File: config.mk
export PLATFORM = sky130hd
export DESIGN_NAME = instr_decode_stage
export DESIGN_NICKNAME = d
export VERILOG_FILES = /design/src/rtl/decode_pkg.sv /design/src/rtl/opcode_classifier.sv /design/src/rtl/instr_decode_stage.sv
export SDC_FILE = /design/constraint.sdc
export NUM_CORES = 1
export LEC_CHECK = 0
export CORE_MARGIN = 4
export CORE_UTILIZATION = 53
export DETAILED_ROUTE_END_ITERATION = 8
export PLACE_DENSITY = 0.82
export SLEW_MARGIN = 25
export SYNTH_ARGS = -nofsm -noshare
export SYNTH_HDL_FRONTEND = slang
export SYNTH_SLANG_ARGS = --single-unit
File: constraint.sdc
create_clock -name clk -period 11.09 [get_ports clk]
set_input_delay 1.109 -clock clk [delete_from_list [all_inputs] [get_ports clk]]
set_output_delay 1.109 -clock clk [all_outputs]
set_load 0.02 [all_outputs]
File: src/rtl/decode_pkg.sv
// rtl/decode_pkg.sv - shared opcode constants, class indices and decoded-entry type for the decode stage
package decode_pkg;

    localparam int NUM_CLASSES = 16;

    // Base ISA opcodes
    localparam logic [6:0] OP_R      = 7'd51;
    localparam logic [6:0] OP_I_ALU  = 7'd19;
    localparam logic [6:0] OP_LOAD   = 7'd3;
    localparam logic [6:0] OP_STORE  = 7'd35;
    localparam logic [6:0] OP_BRANCH = 7'd99;
    localparam logic [6:0] OP_JAL    = 7'd111;
    localparam logic [6:0] OP_JALR   = 7'd103;
    localparam logic [6:0] OP_LUI    = 7'd55;
    localparam logic [6:0] OP_AUIPC  = 7'd23;
    localparam logic [6:0] OP_SYSTEM = 7'd115;

    // Vector extension opcodes
    localparam logic [6:0] OP_VEC_R    = 7'd11;
    localparam logic [6:0] OP_S2V      = 7'd43;
    localparam logic [6:0] OP_V2S      = 7'd91;
    localparam logic [6:0] OP_VSTORE   = 7'd39;
    localparam logic [6:0] OP_VLOAD    = 7'd7;
    localparam logic [6:0] OP_VABS     = 7'd123;

    // Bit position of each class inside the one-hot class vector
    typedef enum logic [3:0] {
        CLS_R       = 4'd0,
        CLS_I_ALU   = 4'd1,
        CLS_LOAD    = 4'd2,
        CLS_STORE   = 4'd3,
        CLS_BRANCH  = 4'd4,
        CLS_JAL     = 4'd5,
        CLS_JALR    = 4'd6,
        CLS_LUI     = 4'd7,
        CLS_AUIPC   = 4'd8,
        CLS_SYSTEM  = 4'd9,
        CLS_VEC_R   = 4'd10,
        CLS_S2V     = 4'd11,
        CLS_V2S     = 4'd12,
        CLS_VSTORE  = 4'd13,
        CLS_VLOAD   = 4'd14,
        CLS_VABS    = 4'd15
    } class_idx_e;

    // Buffer occupancy states
    typedef enum logic [1:0] {
        OCC_EMPTY   = 2'd0,
        OCC_PARTIAL = 2'd1,
        OCC_FULL    = 2'd2
    } occ_state_e;

    // One decoded buffer entry (the PC is stored alongside, since its width is a parameter)
    typedef struct packed {
        logic [NUM_CLASSES-1:0] cls;
        logic                   illegal;
        logic [4:0]             rd;
        logic [4:0]             rs1;
        logic [4:0]             rs2;
        logic [2:0]             funct3;
        logic [6:0]             funct7;
    } decoded_t;

    function automatic logic [NUM_CLASSES-1:0] class_bit(input class_idx_e idx);
        return 16'h0001 << idx;
    endfunction

endpackage

File: src/rtl/opcode_classifier.sv
// rtl/opcode_classifier.sv - combinational opcode-to-class decode; vector classes enabled by VECTOR_EXT_EN
module opcode_classifier
    import decode_pkg::*;
(
    input  logic [31:0] instr,
    output decoded_t    entry
);

    logic [NUM_CLASSES-1:0] cls_raw;
    logic                   bad;

    // Map the opcode onto exactly one class bit; unknown opcodes leave the vector empty
    always_comb begin
        cls_raw = '0;
        case (instr[6:0])
            OP_R:      cls_raw = class_bit(CLS_R);
            OP_I_ALU:  cls_raw = class_bit(CLS_I_ALU);
            OP_LOAD:   cls_raw = class_bit(CLS_LOAD);
            OP_STORE:  cls_raw = class_bit(CLS_STORE);
            OP_BRANCH: cls_raw = class_bit(CLS_BRANCH);
            OP_JAL:    cls_raw = class_bit(CLS_JAL);
            OP_JALR:   cls_raw = class_bit(CLS_JALR);
            OP_LUI:    cls_raw = class_bit(CLS_LUI);
            OP_AUIPC:  cls_raw = class_bit(CLS_AUIPC);
            OP_SYSTEM: cls_raw = class_bit(CLS_SYSTEM);
`ifdef VECTOR_EXT_EN
            OP_VEC_R:  cls_raw = class_bit(CLS_VEC_R);
            OP_S2V:    cls_raw = class_bit(CLS_S2V);
            OP_V2S:    cls_raw = class_bit(CLS_V2S);
            OP_VSTORE: cls_raw = class_bit(CLS_VSTORE);
            OP_VLOAD:  cls_raw = class_bit(CLS_VLOAD);
            OP_VABS:   cls_raw = class_bit(CLS_VABS);
`endif
            default:   cls_raw = '0;
        endcase
    end

    // Illegal entries carry no class; register fields are passed through untouched
    always_comb begin
        bad           = (cls_raw == '0) || (instr[1:0] != 2'b11);
        entry.cls     = bad ? '0 : cls_raw;
        entry.illegal = bad;
        entry.rd      = instr[11:7];
        entry.rs1     = instr[19:15];
        entry.rs2     = instr[24:20];
        entry.funct3  = instr[14:12];
        entry.funct7  = instr[31:25];
    end

endmodule

File: src/rtl/instr_decode_stage.sv
// rtl/instr_decode_stage.sv - decode stage with registered output buffer and illegal counter; VECTOR_EXT_EN enables vector classes
module instr_decode_stage
    import decode_pkg::*;
#(
    parameter int PC_W  = 32,
    parameter int DEPTH = 2,
    parameter int CNT_W = 16
) (
    input  logic             clk,
    input  logic             rst,
    input  logic             in_valid,
    output logic             in_ready,
    input  logic [31:0]      in_instr,
    input  logic [PC_W-1:0]  in_pc,
    input  logic             flush,
    output logic             out_valid,
    input  logic             out_ready,
    output logic [15:0]      out_class,
    output logic             out_illegal,
    output logic [4:0]       out_rd,
    output logic [4:0]       out_rs1,
    output logic [4:0]       out_rs2,
    output logic [2:0]       out_funct3,
    output logic [6:0]       out_funct7,
    output logic [PC_W-1:0]  out_pc,
    output logic [CNT_W-1:0] illegal_cnt
);

    localparam int AW = $clog2(DEPTH);
    localparam int CW = AW + 1;

    decoded_t        in_entry;
    decoded_t        mem_q [DEPTH];
    logic [PC_W-1:0] pc_q  [DEPTH];
    logic [AW-1:0]   wr_ptr_q;
    logic [AW-1:0]   rd_ptr_q;
    logic [CW-1:0]   cnt_q;
    logic [CW-1:0]   cnt_d;
    occ_state_e      state_q;
    occ_state_e      state_d;
    logic            push;
    logic            pop;
    decoded_t        head;

    opcode_classifier u_classifier (
        .instr (in_instr),
        .entry (in_entry)
    );

    // Flush wins over both sides of the handshake, so neither push nor pop takes effect with it
    assign push = in_valid && in_ready && !flush;
    assign pop  = out_valid && out_ready && !flush;

    // Occupancy state, count and pointers; pointers wrap naturally since DEPTH is a power of two
    always_ff @(posedge clk) begin
        if (rst || flush) begin
            state_q  <= OCC_EMPTY;
            cnt_q    <= '0;
            wr_ptr_q <= '0;
            rd_ptr_q <= '0;
        end else begin
            state_q <= state_d;
            cnt_q   <= cnt_d;
            if (push) begin
                wr_ptr_q <= wr_ptr_q + AW'(1);
            end
            if (pop) begin
                rd_ptr_q <= rd_ptr_q + AW'(1);
            end
        end
    end

    // Next occupancy from the push/pop pair; simultaneous push and pop leaves it unchanged
    always_comb begin
        cnt_d = cnt_q;
        case ({push, pop})
            2'b10:   cnt_d = cnt_q + CW'(1);
            2'b01:   cnt_d = cnt_q - CW'(1);
            default: cnt_d = cnt_q;
        endcase
        if (cnt_d == '0) begin
            state_d = OCC_EMPTY;
        end else if (cnt_d == CW'(DEPTH)) begin
            state_d = OCC_FULL;
        end else begin
            state_d = OCC_PARTIAL;
        end
    end

    // Handshake outputs depend only on registered state (and reset), never on the input side
    always_comb begin
        in_ready  = !rst && (state_q != OCC_FULL);
        out_valid = !rst && (state_q != OCC_EMPTY);
    end

    // Decoded entries are written at the tail on acceptance
    always_ff @(posedge clk) begin
        if (push) begin
            mem_q[wr_ptr_q] <= in_entry;
            pc_q[wr_ptr_q]  <= in_pc;
        end
    end

    // Count accepted illegal entries, sticking at all-ones
    always_ff @(posedge clk) begin
        if (rst) begin
            illegal_cnt <= '0;
        end else if (push && in_entry.illegal && (illegal_cnt != '1)) begin
            illegal_cnt <= illegal_cnt + CNT_W'(1);
        end
    end

    // Head entry drives the outputs; zeroed whenever nothing valid is presented
    always_comb begin
        head        = mem_q[rd_ptr_q];
        out_class   = out_valid ? head.cls     : '0;
        out_illegal = out_valid ? head.illegal : 1'b0;
        out_rd      = out_valid ? head.rd      : '0;
        out_rs1     = out_valid ? head.rs1     : '0;
        out_rs2     = out_valid ? head.rs2     : '0;
        out_funct3  = out_valid ? head.funct3  : '0;
        out_funct7  = out_valid ? head.funct7  : '0;
        out_pc      = out_valid ? pc_q[rd_ptr_q] : '0;
    end

endmodule

# Word level (Yosys, flattened, before mapping)
# Memories as Yosys holds them, arrays and structs flattened. A register that Yosys moved wholly into a read port is not among the register bits.
# Cells that the tools add are included.
# W data, S select, Z words.
[word_totals]
regBits = 22
mem_bits_rw = 136
inputBits = 69
output_inout_bits = 92
wordCells = 62
n_memories = 2
[classes]
add_sub_neg = 5
eq_ne = 16
n_mux = 18
reduce_logical = 16
[mem_list]
columns = ["memory", "depth", "width", "read_ports", "rd_clocked_by_memory_dff", "write_ports", "line_no", "text"]
rows = [
  ["mem_q", 2, 36, 1, 1, 1, "instr_decode_stage.sv:33", "decoded_t mem_q [DEPTH];"],
  ["pc_q", 2, 32, 1, 1, 1, "instr_decode_stage.sv:34", "logic [PC_W-1:0] pc_q [DEPTH];"],
]
[ops]
columns = ["cell", "count"]
rows = [
  ["$pmux W10 S10", 1],
  ["$mux W32", 1],
  ["$eq A7 B7 Y1 const B", 4],
  ["$eq A7 B6 Y1 const B", 3],
  ["$add A16 B1 Y16 const B", 1],
  ["$logic_not A16 Y1", 1],
  ["$mux W16", 1],
  ["$ne A16 B16 Y1 const B", 1],
  ["$mux W5", 3],
  ["$eq A7 B5 Y1 const B", 2],
  ["$mux W10", 1],
  ["$logic_and A1 B1 Y1", 8],
  ["$eq A7 B2 Y1 const B", 1],
  ["$mux W1", 7],
  ["$mux W7", 1],
  ["$eq A2 B2 Y1 const B", 2],
  ["$ne A2 B2 Y1 const B", 2],
  ["$pmux W2 S2", 1],
  ["$mux W3", 1],
  ["$add A1 B1 Y1 const B", 2],
  ["$add A2 B1 Y2 const B", 1],
  ["$eq A2 B1 Y1 const B", 1],
  ["$logic_not A1 Y1", 2],
  ["$logic_not A2 Y1", 1],
  ["5 further kinds", 6],
]

# Longest topological paths before layout
[depth]
word_depth = 8
depth_mapped = 8
depth_no_buf = 7

# Cells and area by module
# A second synthesis with hierarchy kept.
[hier_totals]
hier_cells = 501
hier_area_um2 = 7063.0
[modules_own_cells]
columns = ["module", "n_inst", "cells_each", "area_each_um2", "seq_area_each_um2"]
rows = [
  ["instr_decode_stage", 1, 444, 6692.7, 4904.7],
  ["opcode_classifier", 1, 57, 370.4, 0.0],
]

# Worst setup path before layout
# OpenSTA, ideal clock, no wires.
[synth_timing]
path_kind = "input to register"
startpoint = "in flush"
endpoint = "mem mem_q[0][0] in the netlist's numbering, enable pin"
setup_ns = 0.495
arrival_ns = 4.369
t_required_ns = 10.595
setup_slack_ns = 6.226
path_stages = 3
path_buffers = 0
path_cell_list = "nor2_1 > nand3_1 > nor2_1"
[synth_between]
elab_chain_cells = 4
[synth_lines]
columns = ["element", "line_no", "text"]
rows = [
  ["start: declaration", "instr_decode_stage.sv:15", "input logic flush,"],
  ["$logic_not A1 Y1", "instr_decode_stage.sv:51", "assign push = in_valid && in_ready && !flush;"],
  ["$logic_and A1 B1 Y1", "instr_decode_stage.sv:51", ""],
  ["$mux W1", "instr_decode_stage.sv:98", "if (push) begin"],
  ["$mux W1 (not written as such)", "instr_decode_stage.sv:99", "mem_q[wr_ptr_q] <= in_entry;"],
  ["end: declaration", "instr_decode_stage.sv:33", ""],
]
# No other way between the ends.

# Final worst setup path
[layout_timing]
startpoint = "in rst"
endpoint = "out out_class[3]"
[layout_between]
elab_chain_cells = 3
[layout_lines]
columns = ["element", "line_no", "text"]
rows = [
  ["start: declaration", "instr_decode_stage.sv:10", "input logic rst,"],
  ["$logic_not A1 Y1", "instr_decode_stage.sv:93", "out_valid = !rst && (state_q != OCC_EMPTY);"],
  ["$logic_and A1 B1 Y1", "instr_decode_stage.sv:93", ""],
  ["$mux W16", "instr_decode_stage.sv:116", "out_class = out_valid ? head.cls : '0;"],
  ["end: declaration", "instr_decode_stage.sv:18", "output logic [15:0] out_class,"],
]
# No other way between the ends.

==> impl_metrics.csv <==
group,metric,value,unit
timing,layout_setup_ws,6.28,ns
grt,overflow,0,
grt,grt_pass1_wl,20.5,mm
timing,max_freq,208,MHz
outcome,status,"finished, final reports clean",
die,die_w,118,um
worst_hold_path,hold_path_class,"flop to flop",
grt,first_global_vias,4099,
critical_path,critPathKind,"primary input to output port",
routing,finalWirelength,13.0,mm
synth,synthFlopType,"edfxtp_1",
cells_and_area,syn_to_final_growth,35.3,%
placement,place_inst,726,
cells_and_area,num-fill-cells,759,
routing,via_count,4007,
power_and_ir_drop,powerDensity,143,nW/um^2
timing,setup_viol,0,
die,num_io_pins,161,
synth,avgSynthCellArea,14.4,sq um
critical_path,worst_setup_path_end_kind,"output port",
die,row_count,39,
routing,dr.pass1.iters,4,
synth,synthesis.area,6400,sq um
synth,async_reset_ff_share,0,%
clock_network,clkTransAtPathRegs,0.06,ns
cells_and_area,diodes,0,
timing,worst_pin_slew,0.944,ns
power_and_ir_drop,leakage,2.74,nW
placement,gp_congestion,0.790,
critical_path,crit_required,9.98,ns
synth,synth_edf_count,136,
die,die_area,13900,sq um
clock_network,cts_setup_buffers,0,
synth,yosysWarnings,0,
grt,track_usage,18.6,%
critical_path,critPathMaxFanout,39,
timing,fin_crit_sh,43.4,%
clock_network,hold_buffers,0,
clock_network,cts_tree,"yes",
placement,numPortBuffers,154,
die,die_y,118,um
routing,wl_per_cell,17.2,um
timing,slew_viol_final,0,
cells_and_area,nets,673,
clock_network,clockBufferDepth,2,
cells_and_area,drive_above_1_share,8.13,%
timing,fin_skew,0.00902,ns
routing,ant_nets,0,
timing,rsz0062_at_grt,"false",
grt,grt_max_degree,69,
routing,viasPerCell,5.29,
critical_path,crit_path_start_kind,"primary input",
clock_network,cts_max_level,4,
cells_and_area,fin_cells,758,
timing,min_period,4.81,ns
die,start_util,55.1,%
timing,hold_viol,0,
timing,relSlewSlack,37.1,%
synth,postSynthCellCount,443,
cells_and_area,utilization,74.5,%
routing,drc_errors,0,
clock_network,clock_latency,0.41,ns
clock_network,cts_root_buffer,"clkbuf_16",
run,maxCapViolCount,0,
grt,antenna_found_initial,0,
die,core_area,11600,sq um
synth,seq_area_frac_synth,71.0,%
synth,yosysUniqueCellTypes,49,
critical_path,worstPathArrival,3.70,ns
synth,ys_seq_elements,159,
clock_network,clock_sinks,159,
routing,drtIter0Drc,236,
placement,hpwlAfterDp,8.93,mm
timing,fin_tns_setup,0,ns
placement,dpl_worst_slack,6.23,ns
clock_network,cts_buffers,17,
clock_network,cts_resized,0,
power_and_ir_drop,worst_ir_drop_vdd,0.0918,mV
-- worst max-delay path, stage by stage --
cell             delay, ns
clkdlybuf4s50_1       0.93
o21bai_4              0.48
buf_4                 0.48
nor2_1                0.11
clkdlybuf4s50_1       0.57
-- cells in the mapped netlist, drive strengths merged (2+ instances only) --
cell type  count  area [sq um]
clkbuf        14          52.6
o21ai          4          20.0
nor3          10          50.1
ha             2          25.0
buf           10          62.6
edfxtp       136          4080
or3            3          18.8
or4            2          18.8
mux2i         72           721
nand3          9          45.0
nand2          6          22.5
nand2b         4          25.0
nor2b          2          12.5
and4           2          20.0
a211oi         2          15.0
nand4          4          40.0
o31ai          2          15.0
xor2           3          26.3
and3           6          40.0
or2            2          12.5
dfxtp         23           460
nor4           6          37.5
a21oi          5          28.8
nor2          89           334
xnor2          6          52.6
inv            4          15.0
-- kinds of logic (layout without fill, tap and decap cells) --
group                    Yosys count  after routing  share of synthesized area [%]
multiplexers                      73             73                           11.4
AND/OR/NAND/NOR                  153            153                           11.6
AO/OA/AOI/OAI                     18             18                           2.21
flip-flops                       159            159                           71.0
other                              1              6                         0.0586
XOR/XNOR                           9              9                           1.23
adder cells (fa/ha/maj)            2              2                          0.391
buffers and inverters             28            195                           2.03
-- worst paths after layout --
check / startpoint / endpoint / slack [ns] / cells past startpoint
max reg2reg: state_q[0] / mem_q[0][21] / 8.86 / 4
min: illegal_cnt[5] / illegal_cnt[5] / 0.52 / 1
max: rst / out_class[3] / 6.28 / 5
min reg2reg: illegal_cnt[5] / illegal_cnt[5] / 0.52 / 1
-- metrics by stage --
| step | instance area, sq um | hold WS (ns) | total power (W) |
|---|---|---|---|
| global placement | 8080 | 0.468 | 0.000729 |
| detailed placement | 8120 | 0.507 | 0.000732 |
| CTS | 8650 | 0.524 | 0.00125 |
| finish | 8650 | 0.520 | 0.00124 |
| global route | 8650 | 0.548 | 0.00128 |
| floorplan | 6420 | 0.458 | 0.000695 |
-- per-layer routing --
metal	global-route usage, %	vias up	routed length [um]
li1	-	1955	-
met1	22.4	1909	5450
met2	31.8	128	6530
met3	5.14	15	825
met4	7.62	0	229
met5	0	-	0
-- cells in the final DEF (no fill, tap or decap), types with 3 or more instances in the layout --
cell type and count:
a21oi_1 4, and3_1 4, buf_4 3, clkbuf_16 17
clkdlybuf4s50_1 154, clkinvlp_4 6, conb_1 6, dfxtp_1 22
edfxtp_1 136, inv_1 4, inv_6 4, mux2i_1 72
nand2_1 6, nand2b_1 4, nand3_1 9, nand4_1 3
nor2_1 87, nor3_1 10, nor4_1 6, o21ai_0 4
or3_1 3, xnor2_1 6, xor2_1 3
-- state kept, by name (all words and copies together) (netlist names), named ones only --
name and cells:
cnt_q 2, wr_ptr_q 1, pc_q 64, illegal_cnt 16, rd_ptr_q 1, state_q 2, mem_q 72
-- where the power goes --
group          leakage (nW)  switching, W  internal (W)
logic                  1.07     0.0000279     0.0000318
clock network         0.248      0.000232      0.000289
registers              1.42    0.00000282      0.000657
-- final cells by class --
| cell class | count | area [sq um] | area share, % |
|---|---|---|---|
| multi-input combinational | 261 | 1770 | 20.4 |
| tap | 143 | 179 | 2.07 |
| timing repair buffer | 159 | 1600 | 18.5 |
| sequential | 159 | 4550 | 52.6 |
| clock buffer | 18 | 429 | 4.96 |
| clock inverter | 14 | 110 | 1.27 |
| inverter | 4 | 15.0 | 0.173 |
Note: power is estimated with default switching activity, not from simulation.
